[config.mk]
export PLATFORM = sky130hd
export DESIGN_NAME = seq_multiplier
export DESIGN_NICKNAME = d
export VERILOG_FILES = /design/src/rtl/mult_pkg.sv /design/src/rtl/seq_multiplier.sv
export SDC_FILE = /design/constraint.sdc
export NUM_CORES = 1
export LEC_CHECK = 0
export ABC_AREA = 0
export ABC_CLOCK_PERIOD_IN_PS = 12000
export CORE_ASPECT_RATIO = 1.25
export CORE_MARGIN = 10
export CORE_UTILIZATION = 40
export CTS_BUF_LIST = sky130_fd_sc_hd__clkbuf_4 sky130_fd_sc_hd__clkbuf_8 sky130_fd_sc_hd__clkbuf_16
export CTS_CLUSTER_SIZE = 25
export DETAILED_ROUTE_END_ITERATION = 8
export SLEW_MARGIN = 20
export SYNTH_ARGS = -nofsm -noshare
export SYNTH_HDL_FRONTEND = slang
export SYNTH_SLANG_ARGS = --single-unit
export TNS_END_PERCENT = 10
[constraint.sdc]
create_clock -name clk -period 12 [get_ports clk]
set_input_delay 1.8 -clock clk [delete_from_list [all_inputs] [get_ports clk]]
set_output_delay 1.8 -clock clk [all_outputs]
set_load 0.01 [all_outputs]
[src/rtl/mult_pkg.sv]
// ============================================================================
// Package     : mult_pkg
// Description : Shared types for the Execute-stage iterative multiplier.
//               mult_mode_t  - operation select driven by Decode/Execute
//               mult_state_t - multiplier control sequence
// Revision    : 1.0 - initial release
// ============================================================================
`default_nettype none

package mult_pkg;

   typedef enum logic [1:0] {
      MULT_MUL   = 2'b00,   // low half of the product
      MULT_SMULH = 2'b01,   // high half, signed operands
      MULT_UMULH = 2'b10,   // high half, unsigned operands
      MULT_RSVD  = 2'b11    // reserved encoding, behaves as MUL
   } mult_mode_t;

   typedef enum logic [1:0] {
      IDLE = 2'b00,
      RUN  = 2'b01,
      FIX  = 2'b10,
      DONE = 2'b11
   } mult_state_t;

   // True when the operation returns the upper half of the product.
   function automatic logic mode_is_high(input mult_mode_t m);
      return (m == MULT_SMULH) || (m == MULT_UMULH);
   endfunction

endpackage

`default_nettype wire

[src/rtl/seq_multiplier.sv]
// ============================================================================
// Module      : seq_multiplier
// Description : Radix-2 shift-add multiplier answering the Execute-stage
//               mult_start / stall / multiplier_done handshake. Fixed latency:
//               WIDTH iterations, one sign-fix cycle, one done cycle.
// Ports       : clk             - Execute clock, rising edge
//               reset           - asynchronous, active-high
//               mult_start      - request, sampled only while idle
//               mult_mode       - 00 MUL, 01 SMULH, 10 UMULH, 11 as MUL
//               multiplicand    - Rn operand, latched on accept
//               multiplier      - Rm operand, latched on accept
//               stall           - high while a request is pending/in flight
//               multiplier_done - one-cycle pulse, result valid that cycle
//               result          - registered product half
// Revision    : 1.0 - initial release
// ============================================================================
`default_nettype none

module seq_multiplier
   import mult_pkg::*;
#(
   parameter int WIDTH = 64
) (
   input  logic             clk,
   input  logic             reset,
   input  logic             mult_start,
   input  logic [1:0]       mult_mode,
   input  logic [WIDTH-1:0] multiplicand,
   input  logic [WIDTH-1:0] multiplier,
   output logic             stall,
   output logic             multiplier_done,
   output logic [WIDTH-1:0] result
);

   localparam int CNT_W = $clog2(WIDTH) + 1;

   mult_state_t            state_q,  state_d;
   mult_mode_t             mode_q,   mode_d;
   logic                   sign_q,   sign_d;
   logic [WIDTH-1:0]       mcand_q,  mcand_d;
   logic [2*WIDTH:0]       acc_q,    acc_d;     // {carry, acc_hi, acc_lo}
   logic [CNT_W-1:0]       cnt_q,    cnt_d;
   logic [WIDTH-1:0]       result_q, result_d;

   logic [WIDTH-1:0]       w_a_abs;
   logic [WIDTH-1:0]       w_b_abs;
   logic [WIDTH:0]         w_sum;
   logic [2*WIDTH-1:0]     w_prod;
   mult_mode_t             w_mode_in;

   assign w_mode_in = mult_mode_t'(mult_mode);

   // Magnitudes for the signed-high path; the most negative value maps to
   // 2^(WIDTH-1), which is exactly its magnitude when read as unsigned.
   assign w_a_abs = multiplicand[WIDTH-1] ? (~multiplicand + WIDTH'(1)) : multiplicand;
   assign w_b_abs = multiplier[WIDTH-1]   ? (~multiplier   + WIDTH'(1)) : multiplier;

   // The carry bit is always clear after a shift, so {carry, acc_hi} is a
   // safe WIDTH+1-bit addend.
   assign w_sum  = acc_q[2*WIDTH:WIDTH] + (acc_q[0] ? {1'b0, mcand_q} : '0);

   assign w_prod = sign_q ? (~acc_q[2*WIDTH-1:0] + (2*WIDTH)'(1)) : acc_q[2*WIDTH-1:0];

   always_ff @(posedge clk or posedge reset) begin
      if (reset) begin
         state_q  <= IDLE;
         mode_q   <= MULT_MUL;
         sign_q   <= 1'b0;
         mcand_q  <= '0;
         acc_q    <= '0;
         cnt_q    <= '0;
         result_q <= '0;
      end else begin
         state_q  <= state_d;
         mode_q   <= mode_d;
         sign_q   <= sign_d;
         mcand_q  <= mcand_d;
         acc_q    <= acc_d;
         cnt_q    <= cnt_d;
         result_q <= result_d;
      end
   end

   always_comb begin
      state_d         = state_q;
      mode_d          = mode_q;
      sign_d          = sign_q;
      mcand_d         = mcand_q;
      acc_d           = acc_q;
      cnt_d           = cnt_q;
      result_d        = result_q;
      stall           = 1'b0;
      multiplier_done = 1'b0;

      case (state_q)
         IDLE: begin
            // Combinational so Fetch holds in the very cycle of the request.
            // Reset forces IDLE asynchronously; gate here so stall drops too.
            stall = mult_start & ~reset;
            if (mult_start) begin
               mode_d  = w_mode_in;
               cnt_d   = '0;
               if (w_mode_in == MULT_SMULH) begin
                  mcand_d = w_a_abs;
                  acc_d   = {1'b0, {WIDTH{1'b0}}, w_b_abs};
                  sign_d  = multiplicand[WIDTH-1] ^ multiplier[WIDTH-1];
               end else begin
                  mcand_d = multiplicand;
                  acc_d   = {1'b0, {WIDTH{1'b0}}, multiplier};
                  sign_d  = 1'b0;
               end
               state_d = RUN;
            end
         end

         RUN: begin
            stall = 1'b1;
            // Add-then-shift: the adder result moves down one bit and its
            // LSB enters the top of the low half.
            acc_d = {1'b0, w_sum, acc_q[WIDTH-1:1]};
            cnt_d = cnt_q + CNT_W'(1);
            if (cnt_q == CNT_W'(WIDTH - 1)) begin
               state_d = FIX;
            end
         end

         FIX: begin
            stall    = 1'b1;
            result_d = mode_is_high(mode_q) ? w_prod[2*WIDTH-1:WIDTH] : w_prod[WIDTH-1:0];
            state_d  = DONE;
         end

         DONE: begin
            multiplier_done = 1'b1;
            state_d         = IDLE;
         end

         default: begin
            state_d = IDLE;
         end
      endcase
   end

   assign result = result_q;

endmodule

`default_nettype wire

==> metrics.txt <==
# TYPE chip_impl_metric gauge
chip_impl_metric{name="grt_overflow",unit=""} 0
chip_impl_metric{name="worst-r2r-setup-slack",unit="ps"} 7090
chip_impl_metric{name="syn_nets",unit=""} 2847
chip_impl_metric{name="setup_viols_final",unit=""} 0
chip_impl_metric{name="grt_max_degree",unit=""} 140
chip_impl_metric{name="synth_cells",unit=""} 2641
chip_impl_metric{name="via_per_inst",unit=""} 5.899
chip_impl_info{name="worst_hold_path_type",value="reg -> reg"} 1
chip_impl_metric{name="final.setup_skew",unit="ps"} 14.33
chip_impl_metric{name="first_pass_grt_wire_length",unit="um"} 112200
chip_impl_metric{name="routed-via-count",unit=""} 20170
chip_impl_info{name="synth.largest_area_cell",value="dfrtp_1"} 1
chip_impl_metric{name="grt_antenna_before_repair",unit=""} 0
chip_impl_metric{name="critical_path_peak_fanout",unit=""} 71
chip_impl_metric{name="syn_warnings",unit=""} 0
chip_impl_metric{name="grt_use_total",unit="%"} 22.37
chip_impl_metric{name="fp-row-count",unit=""} 93
chip_impl_metric{name="port_buffers",unit=""} 198
chip_impl_info{name="synth_area_leaders",value="dfrtp_1 32%, o21ai_0 8.0%, nand2_1 6.2%, xor2_1 5.9%, xnor2_1 5.8%"} 1
chip_impl_info{name="min_to",value="mcand_q[61]"} 1
chip_impl_metric{name="remaining_drc_errors",unit=""} 0
chip_impl_metric{name="sw_frac_of_total",unit="%"} 47.23
chip_impl_info{name="timing.critical_path.from_type",value="input pin"} 1
chip_impl_metric{name="vdd_ir_drop_max",unit="mV"} 0.1096
chip_impl_metric{name="cts.repair_timing.setup_buffer_count",unit=""} 0
chip_impl_metric{name="share_of_cells_above_drive_strength_1",unit="%"} 4.430
chip_impl_metric{name="aggregate_routed_wire_length",unit="um"} 71060
chip_impl_metric{name="core-area",unit="um2"} 51550
chip_impl_metric{name="hold-path-cell-count",unit=""} 2
chip_impl_info{name="critPathKind",value="in -> out"} 1
chip_impl_metric{name="max-slew-margin-rel",unit="%"} 32.03
chip_impl_metric{name="finalCritPeriodShare",unit="%"} 45.09
chip_impl_metric{name="fin_tns_setup",unit="ps"} 0
chip_impl_info{name="grt_setup_unrepaired",value="no"} 1
chip_impl_metric{name="layout.filler_cells",unit=""} 5122
chip_impl_metric{name="min_period",unit="ps"} 5411
chip_impl_metric{name="worstPathRequired",unit="ps"} 10200
chip_impl_metric{name="boundaryPins",unit=""} 199
chip_impl_metric{name="worst_pin_slew",unit="ps"} 1017
chip_impl_metric{name="final_nets",unit=""} 2942
chip_impl_metric{name="synth_seq_area_share",unit="%"} 32.19
chip_impl_metric{name="die_ar",unit="um2"} 61670
chip_impl_info{name="worst_r2r_endpoint",value="acc_q[119]"} 1
chip_impl_metric{name="power_frac_comb",unit="%"} 51.9
chip_impl_metric{name="yosys.cell_types.count",unit=""} 77
chip_impl_metric{name="htree_num_levels",unit=""} 1
chip_impl_metric{name="gp_congestion",unit=""} 0.9341
chip_impl_metric{name="seq_power_share",unit="%"} 31.2
chip_impl_info{name="worstSetupEndpointType",value="output pin"} 1
chip_impl_metric{name="fp.dieH",unit="um"} 275.2
chip_impl_metric{name="p_int",unit="mW"} 3.113
chip_impl_metric{name="timing.max_cap.violations",unit=""} 0
chip_impl_metric{name="syn2layout_area_growth",unit="%"} 16.76
chip_impl_metric{name="power.share.clock",unit="%"} 16.9
chip_impl_info{name="reg2reg_from",value="acc_q[0]"} 1
chip_impl_metric{name="synthesis.area",unit="um2"} 20830
chip_impl_metric{name="final.hold.worst_slack",unit="ps"} 470.3
chip_impl_info{name="synth.most_common_cell",value="nand2_1"} 1
chip_impl_metric{name="drt_iter0_drc",unit=""} 1470
chip_impl_metric{name="syn_area_per_cell",unit="um2"} 7.889
chip_impl_metric{name="clkTransAtPathRegs",unit="ps"} 60
chip_impl_metric{name="cts_num_sinks",unit=""} 268
chip_impl_metric{name="pins_over_slew_limit",unit=""} 0
chip_impl_metric{name="final_area",unit="um2"} 24330
chip_impl_metric{name="dpl_hpwl",unit="um"} 54880
chip_impl_metric{name="power_density",unit="nW/um2"} 242.5
chip_impl_info{name="cts_root_buf",value="clkbuf_16"} 1
chip_impl_metric{name="maximum_clock_insertion_buffer_count",unit=""} 3
chip_impl_metric{name="hold_buffers",unit=""} 0
chip_impl_metric{name="place_area",unit="um2"} 23280
chip_impl_info{name="worstHoldStart",value="mcand_q[61]"} 1
chip_impl_metric{name="post-route-worst-setup-slack",unit="ps"} 6589
chip_impl_info{name="synth_top_cells_by_count",value="343 x nand2_1, 331 x o21ai_0, 268 x dfrtp_1"} 1
chip_impl_metric{name="power_leakage",unit="nW"} 9.563
chip_impl_metric{name="synth_enable_flop_cells",unit=""} 0
chip_impl_metric{name="net-switching-power",unit="mW"} 2.786
chip_impl_metric{name="1st_pass_router_iterations",unit=""} 5
chip_impl_info{name="run_status",value="completed"} 1
chip_impl_metric{name="arrival",unit="ps"} 3610
chip_impl_metric{name="diodes",unit=""} 0
chip_impl_metric{name="preCtsSetupSlack",unit="ps"} 6273
chip_impl_metric{name="first_global_vias",unit=""} 19730
chip_impl_metric{name="insertion_delay",unit="ps"} 580
chip_impl_metric{name="ys_async_sr_fraction",unit="%"} 100.0
chip_impl_metric{name="hold_violations",unit=""} 0
chip_impl_metric{name="cts_resized",unit=""} 0
chip_impl_metric{name="ant_nets",unit=""} 0
chip_impl_metric{name="max_clock_freq",unit="GHz"} 0.1848
chip_impl_metric{name="synth_seq_cells",unit=""} 268
chip_impl_metric{name="start_util",unit="%"} 40.42
chip_impl_metric{name="post_drt_wl_per_cell",unit="um"} 20.78
chip_impl_metric{name="cts_buffers",unit=""} 29
chip_impl_metric{name="floorplan.die.width",unit="um"} 224.1
chip_impl_info{name="tritoncts",value="built"} 1
chip_impl_info{name="synth_top_flop_cell",value="dfrtp_1"} 1
chip_impl_metric{name="worst-r2r-cell-count",unit=""} 11
chip_impl_metric{name="synthDominantCellAreaShare",unit="%"} 32.19
worst max-delay path, cell delays in order:
cell and delay, ps:
clkdlybuf4s50_1 490, inv_8 380, a31oi_1 170, nor2_1 120, clkdlybuf4s50_1 550
cell families (layout without fill, tap and decap cells):
group / after synthesis / after routing / share of synthesized area (%)
buf+inv: 194 / 307 / 3.537
compound gates: 844 / 844 / 24.50
flops: 268 / 268 / 32.19
fa+ha+maj: 73 / 73 / 4.420
simple gates: 968 / 968 / 22.86
xor+xnor: 278 / 278 / 11.69
mux: 16 / 16 / 0.7988
layout make-up:
type | count | area [um2] | area share, %
Clock buffer | 37 | 817.0 | 3.359
Clock inverter | 12 | 225.2 | 0.9258
Inverter | 41 | 161.4 | 0.6635
Multi-Input combinational cell | 2179 | 13440 | 55.26
Sequential cell | 268 | 6711 | 27.59
Tap cell | 665 | 832.0 | 3.420
Timing Repair Buffer | 217 | 2137 | 8.785
layout by cell type, fill, tap and decap left out, types with 70 or more instances in the layout:
master and n:
nor2_1 182, ha_1 70, xor2_1 140, a21oi_1 207, nand2_1 342, dfrtp_1 266
o21ai_0 331, and2_1 74, clkdlybuf4s50_1 198, xnor2_1 136
power groups by stage:
stage	logic [mW]	registers [mW]	clock network, mW
6_report	3.06	1.84	0.994
5_1_grt	3.40	1.90	1.05
4_1_cts	3.05	1.83	1.01
3_5_place_dp	3.03	1.84	0
3_3_place_gp	2.99	1.83	0
2_1_floorplan	2.14	1.63	0
per-stage QoR:
stage,cells,utilization [%],total power [mW]
4_1_cts,3419,47.19,5.894
6_report,3419,47.19,5.900
3_5_place_dp,3370,45.17,4.875
5_1_grt,3419,47.19,6.347
3_3_place_gp,3370,45.17,4.819
2_1_floorplan,2641,-,3.771
worst max path at each step:
stage / to / slack [ps] / startpoint / depth (start not counted)
floorplan: stall / 2160 / reset / 3
global placement: mcand_q[59] / 6260 / multiplicand[12] / 10
detailed placement: mcand_q[59] / 6270 / multiplicand[12] / 10
CTS: stall / 6550 / reset / 5
global route: stall / 6430 / reset / 5
finish: stall / 6590 / reset / 5
per-layer routing:
layer | wire, um | GRT usage (%)
met2 | 33680 | 37.94
met4 | 2375 | 7.814
met1 | 31280 | 29.08
met5 | 0 | 0
met3 | 3720 | 2.408
flip-flops by register name (all words and copies together), names as in the netlist:
| name | cells |
|---|---|
| acc_q | 128 |
| cnt_q | 7 |
| mcand_q | 64 |
| mode_q | 2 |
| result | 64 |
| sign_q | 1 |
| state_q | 2 |
Note: power is estimated with default switching activity, not from simulation.
